$ cat src/rtl/kl_code_sequencer_if.sv
// Button, control and code signals between the digit-code sequencer and its environment.
interface kl_code_sequencer_if;
    logic       btn_step;
    logic       btn_mode;
    logic       up;
    logic       clr;
    logic [3:0] code;
    logic       auto_mode;
    logic       step;

    modport master (
        output btn_step, btn_mode, up, clr,
        input  code, auto_mode, step
    );

    modport slave (
        input  btn_step, btn_mode, up, clr,
        output code, auto_mode, step
    );
endinterface

$ cat src/rtl/kl_code_sequencer.sv
// Generates the 0-9 digit code for the 7-segment decoder, advanced by a debounced
// step button (MANUAL) or by a prescaled tick (AUTO); a mode button toggles between them.
module kl_code_sequencer #(
    parameter int unsigned DEBOUNCE = 4,
    parameter int unsigned DIV      = 8
) (
    input  logic                clk,
    input  logic                reset,
    kl_code_sequencer_if.slave  bus
);

    localparam int unsigned CNT_W    = $clog2(DEBOUNCE);
    localparam int unsigned PRE_W    = $clog2(DIV);
    localparam int unsigned CODE_W   = 4;
    localparam int unsigned NBTN     = 2;
    localparam int unsigned BTN_STEP = 0;
    localparam int unsigned BTN_MODE = 1;

    typedef enum logic {
        MANUAL = 1'b0,
        AUTO   = 1'b1
    } state_t;

    logic [NBTN-1:0]   raw_c;
    logic [NBTN-1:0]   s1;
    logic [NBTN-1:0]   s2;
    logic [NBTN-1:0]   db;
    logic [NBTN-1:0]   db_q;
    logic [NBTN-1:0]   press_c;
    logic [CNT_W-1:0]  cnt [NBTN];

    state_t            state_q, state_d;
    logic [PRE_W-1:0]  presc_q, presc_d;
    logic [CODE_W-1:0] code_q, code_d;
    logic              step_q, step_d;
    logic              tick_c;
    logic              adv_c;

    assign raw_c   = {bus.btn_mode, bus.btn_step};
    assign press_c = db & ~db_q;

    // Synchronize and debounce both buttons; a level is accepted after DEBOUNCE stable cycles.
    always_ff @(posedge clk or posedge reset) begin
        if (reset) begin
            s1   <= '0;
            s2   <= '0;
            db   <= '0;
            db_q <= '0;
            for (int i = 0; i < int'(NBTN); i++) begin
                cnt[i] <= '0;
            end
        end else begin
            s1   <= raw_c;
            s2   <= s1;
            db_q <= db;
            for (int i = 0; i < int'(NBTN); i++) begin
                if (s2[i] == db[i]) begin
                    cnt[i] <= '0;
                end else if (cnt[i] == CNT_W'(DEBOUNCE - 1)) begin
                    db[i]  <= s2[i];
                    cnt[i] <= '0;
                end else begin
                    cnt[i] <= cnt[i] + CNT_W'(1);
                end
            end
        end
    end

    function automatic logic [CODE_W-1:0] next_code(input logic [CODE_W-1:0] c, input logic up);
        if (c > CODE_W'(9)) begin
            return '0;
        end else if (up) begin
            return (c == CODE_W'(9)) ? '0 : c + CODE_W'(1);
        end else begin
            return (c == '0) ? CODE_W'(9) : c - CODE_W'(1);
        end
    endfunction

    always_ff @(posedge clk or posedge reset) begin
        if (reset) begin
            state_q <= MANUAL;
            presc_q <= '0;
            code_q  <= '0;
            step_q  <= 1'b0;
        end else begin
            state_q <= state_d;
            presc_q <= presc_d;
            code_q  <= code_d;
            step_q  <= step_d;
        end
    end

    // Next state: clear beats mode toggle, which beats any advance in the same cycle.
    always_comb begin
        state_d = state_q;
        presc_d = presc_q;
        code_d  = code_q;
        step_d  = 1'b0;
        tick_c  = 1'b0;
        adv_c   = 1'b0;

        if (state_q == AUTO) begin
            tick_c  = (presc_q == PRE_W'(DIV - 1));
            presc_d = tick_c ? '0 : presc_q + PRE_W'(1);
            adv_c   = tick_c;
        end else begin
            presc_d = '0;
            adv_c   = press_c[BTN_STEP];
        end

        if (bus.clr) begin
            code_d  = '0;
            presc_d = '0;
        end else if (press_c[BTN_MODE]) begin
            state_d = (state_q == MANUAL) ? AUTO : MANUAL;
            presc_d = '0;
        end else if (adv_c) begin
            code_d = next_code(code_q, bus.up);
            step_d = 1'b1;
        end
    end

    assign bus.code      = code_q;
    assign bus.auto_mode = (state_q == AUTO);
    assign bus.step      = step_q;

endmodule

$ cat src/flat_wrapper.sv
// flat-port wrapper written by rule: the top's interface ports become plain ports
module kl_code_sequencer_flat 
#(
    parameter int unsigned DEBOUNCE = 4,
    parameter int unsigned DIV      = 8
)
  (clk, reset, bus_btn_step, bus_btn_mode, bus_up, bus_clr, bus_code, bus_auto_mode, bus_step);
  kl_code_sequencer_if bus_i ();
  input  logic clk;
  input  logic reset;
  input wire logic [$bits(bus_i.btn_step)-1:0] bus_btn_step;
  input wire logic [$bits(bus_i.btn_mode)-1:0] bus_btn_mode;
  input wire logic [$bits(bus_i.up)-1:0] bus_up;
  input wire logic [$bits(bus_i.clr)-1:0] bus_clr;
  output wire logic [$bits(bus_i.code)-1:0] bus_code;
  output wire logic [$bits(bus_i.auto_mode)-1:0] bus_auto_mode;
  output wire logic [$bits(bus_i.step)-1:0] bus_step;
  assign bus_i.btn_step = bus_btn_step;
  assign bus_i.btn_mode = bus_btn_mode;
  assign bus_i.up = bus_up;
  assign bus_i.clr = bus_clr;
  assign bus_code = bus_i.code;
  assign bus_auto_mode = bus_i.auto_mode;
  assign bus_step = bus_i.step;
  kl_code_sequencer #(.DEBOUNCE(DEBOUNCE), .DIV(DIV)) u_core (.clk(clk), .reset(reset), .bus(bus_i));
endmodule
$ cat config.mk
export PLATFORM = sky130hd
export DESIGN_NAME = kl_code_sequencer_flat
export DESIGN_NICKNAME = d
export VERILOG_FILES = /design/src/rtl/kl_code_sequencer_if.sv /design/src/rtl/kl_code_sequencer.sv /design/src/flat_wrapper.sv
export SDC_FILE = /design/constraint.sdc
export NUM_CORES = 1
export LEC_CHECK = 0
export CELL_PAD_IN_SITES_DETAIL_PLACEMENT = 1
export CELL_PAD_IN_SITES_GLOBAL_PLACEMENT = 1
export CORE_ASPECT_RATIO = 1.1
export CORE_MARGIN = 3
export CORE_UTILIZATION = 45
export DETAILED_ROUTE_END_ITERATION = 7
export PLACE_DENSITY = 0.81
export SYNTH_ARGS = -nofsm -noshare
export SYNTH_HDL_FRONTEND = slang
export SYNTH_SLANG_ARGS = --single-unit
$ cat constraint.sdc
create_clock -name clk -period 4.4 [get_ports clk]
set_input_delay 0.88 -clock clk [delete_from_list [all_inputs] [get_ports clk]]
set_output_delay 0.88 -clock clk [all_outputs]
set_load 0.02 [all_outputs]
==> results.md <==
- Hold Fails Final Rpt: 0
- Die Y: 55.1 um
- Critical Path Sink Type: output port
- Cell taking the most area after synthesis: dfrtp_1
- Final Cycle Share: 0.556
- Area contributors post-synth: dfrtp_1 (53%), ha_1 (5.1%), a21oi_1 (3.0%), nand3b_1 (3.0%), xnor2_1 (2.7%)
- Cts bufs inserted: 3
- IO buf count: 11
- TritonCTS clock tree: done
- Post-route ant nets: 0
- Register area share after synthesis: 0.533
- Max Used Layer: met4
- Crit path largest cell delay: 680 ps
- Worst endpoint data arrival time: 1570 ps
- Setup repair after global routing missed its margin: no
- Min Tclk post-route: 2450 ps
- Worst Path Max Fanout: 14
- Worst slack, placed: 1950 ps
- Fillcell total: 239
- Maximum vdd ir drop: 0.000304 V
- CP startpoint kind: flip-flop
- Int Pwr: 373 uW
- WL met2: 933 um
- DRT Pass-1 Iters: 5
- Row count: 17
- Fmax: 409 MHz
- Clk_skew: 11.9 ps
- Maxcap violations: 0
- Global-route wire length before repair: 2970 um
- Yosys Warn Count: 0
- Setup Fix Bufs, Post-CTS: 0
- Vias per cell: 5.47
- CP bufs+invs: 1
- Status: finished clean
- CP Data Required Time: 3520 ps
- Relative slew slack: 0.486
- Post-synth EDFFs: 0
- Syn-to-layout area delta: 13.8%
- Final Power: 567 uW
- Total GRT Usage: 0.143
- Seq pwr share: 0.522
- Largest net degree at the start of global routing: 22
- Clock share of power: 0.160
- H-tree Lvls: 1
- Synth Instances: 88
- Sw frac: 0.342
- CP Capture Point: bus_code[1]
- CP delay by family, top: buffers and inverters
- Synth Area in Adders: 0.0508
- Die width: 50.6 um
- Final WS setup: 1950 ps
- Total die area: 2790 um2
- CTS root buffer: clkbuf_4
- Endpoints failing setup: 0
- Hold_sp: u_core.s1[0]$_DFF_PP0_
- CP max-delay cell: clkdlybuf4s50_1
- IO Pins: 12
- GR Overflow Total: 0
- Final Slew Violations: 0
- Reg2reg setup slack: 2650 ps
- Antenna cells: 0
- Met1 WL: 759 um
- Iter 0 DRT Violations: 4
- Initial antenna violation count: 0
- Combinational power share: 0.319
- Crit path from: u_core.bus.code[1]$_DFFE_PP0P_
- Pwr dens: 505 nW/um2
- Post-synth cell types: 32
- Lkg Pwr: 0.000469 uW
- CTS Buffer Depth: 2
- Worst reg2reg startpoint: u_core.presc_q[0]$_DFF_PP0_
- Reg clk slew, reported paths: 120 ps
- Met3 wire len: 43 um
- P_sw: 194 uW
- CTS Sinks: 21
- Post-Syn Area: 986 um2
- Reg2Reg Capture Point: u_core.bus.code[3]$_DFFE_PP0P_
- Syn Area/Cell: 11.2 um2
- DR vias: 684
- CP Class: flip-flop to output port
- GPL Wtd Cong: 0.651
- #FFs+latches synth: 21
- Hold Crit Depth: 0
- Share of post-route cells with drive strength above 1: 0.0825
- Routed wire per std cell: 14.0 um
- Worst Reg2Reg Path Length in Cells: 6
- Main combinational cell family by area after synthesis: simple AND/OR/NAND/NOR gates
- PostCTS Resize Cnt: 0
- Post-synth top flop: dfrtp_1
- Compound-cell area share of the yosys netlist: 0.131
- Worst-Margin Slew: 770 ps
- Crit-path cells: clkdlybuf4s50_1
- DR DRC count: 0
- Dpl hpwl: 1340 um
- Post-Route Setup TNS: 0 ps
- WP depth: 1
- Detailed Route WL: 1750 um
- Vias in the first global route: 662
- Core area: 2040 um2
- Later-pin clock latency in the skew report: 300 ps
- Post-synth top area share: 0.533
- Async set-reset flop share out of synthesis: 1.00
- # hold bufs at CTS: 0
- Mux cell area share after synthesis: 0.0330
- Post-Synth XOR/XNOR Area: 0.0355
- Synth Net Count: 98
- Final net count: 108
- Post-Synth Simple-Gate Area: 0.166
- Hold WS: 350 ps
- Starting Density: 0.483
- Worst hold path class: flip-flop to flip-flop
cell usage in the layout, fill, tap and decap left out, drive strengths merged, types with 2 or more instances in the layout:
| cell type | synthesis | final |
|---|---|---|
| nand2 | 4 | 4 |
| nor2b | 2 | 2 |
| clkdlybuf4s50 | 0 | 11 |
| mux2 | 2 | 2 |
| nand3b | 4 | 4 |
| o21ai | 4 | 4 |
| o31ai | 2 | 2 |
| dfrtp | 21 | 21 |
| nor3b | 2 | 2 |
| xnor2 | 3 | 3 |
| inv | 4 | 4 |
| nor2 | 5 | 5 |
| clkbuf | 0 | 4 |
| a21oi | 6 | 6 |
| ha | 4 | 4 |
| nand2b | 2 | 2 |
| nor3 | 4 | 4 |
how the worst min path moves through the flow:
stage,endpoint,slack (ps)
2_1_floorplan,u_core.s2[0]$_DFF_PP0_,330
3_3_place_gp,u_core.s2[1]$_DFF_PP0_,340
3_5_place_dp,u_core.s2[0]$_DFF_PP0_,340
4_1_cts,u_core.s2[0]$_DFF_PP0_,360
5_1_grt,u_core.s2[0]$_DFF_PP0_,360
6_report,u_core.s2[0]$_DFF_PP0_,350
registers in the layout, indices dropped and copies added, names as in the netlist:
signal,cells
u_core.s2,2
u_core.bus.code,4
u_core.s1,2
u_core.db,2
u_core.db_q,2
u_core.presc_q,3
u_core.bus.auto_mode,1
u_core.cnt,4
u_core.bus.step,1
cells by family (layout without fill, tap and decap cells):
| family | Yosys count | in the layout |
|---|---|---|
| xor+xnor | 4 | 4 |
| mux | 3 | 3 |
| fa+ha+maj | 4 | 4 |
| buf+inv | 10 | 19 |
| flops | 21 | 21 |
| simple gates | 28 | 28 |
| compound gates | 18 | 18 |
area by class of cell:
cell class                      count  area, um2  share of cell area
Sequential cell                    21        526               0.468
Clock buffer                        4       26.3              0.0234
Inverter                            4       15.0              0.0134
Timing Repair Buffer               11        110              0.0981
Tap cell                           28       35.0              0.0312
Multi-Input combinational cell     57        410               0.366
routing by layer:
metal / vias up / GRT usage
li1: 328 / -
met1: 344 / 0.169
met2: 10 / 0.265
met3: 2 / 0.0161
met4: 0 / 0.0673
met5: - / 0
cell usage after synthesis (2+ instances only):
| cell type | count |
|---|---|
| ha_1 | 4 |
| nand2b_1 | 2 |
| buf_2 | 4 |
| dfrtp_1 | 21 |
| o21ai_0 | 3 |
| a21oi_1 | 6 |
| nor3_1 | 4 |
| nor2_1 | 5 |
| nor2b_1 | 2 |
| buf_4 | 2 |
| nand2_1 | 4 |
| xnor2_1 | 3 |
| mux2_2 | 2 |
| o31ai_1 | 2 |
| nand3b_1 | 4 |
| inv_1 | 4 |
stage by stage:
step / cell area (um2) / cells / utilization
floorplan: 986 / 88 / -
global placement: 1100 / 121 / 0.537
detailed placement: 1100 / 121 / 0.537
CTS: 1120 / 125 / 0.550
global route: 1120 / 125 / 0.550
finish: 1120 / 125 / 0.550
power by group through the flow:
stage | combinational [uW] | sequential [uW] | clock (uW)
floorplan | 132 | 293 | 0
global placement | 174 | 296 | 0
detailed placement | 184 | 301 | 0
CTS | 186 | 297 | 94.5
global route | 204 | 305 | 102
finish | 181 | 296 | 90.7
No activity file was read; power rests on OpenSTA's default activity.
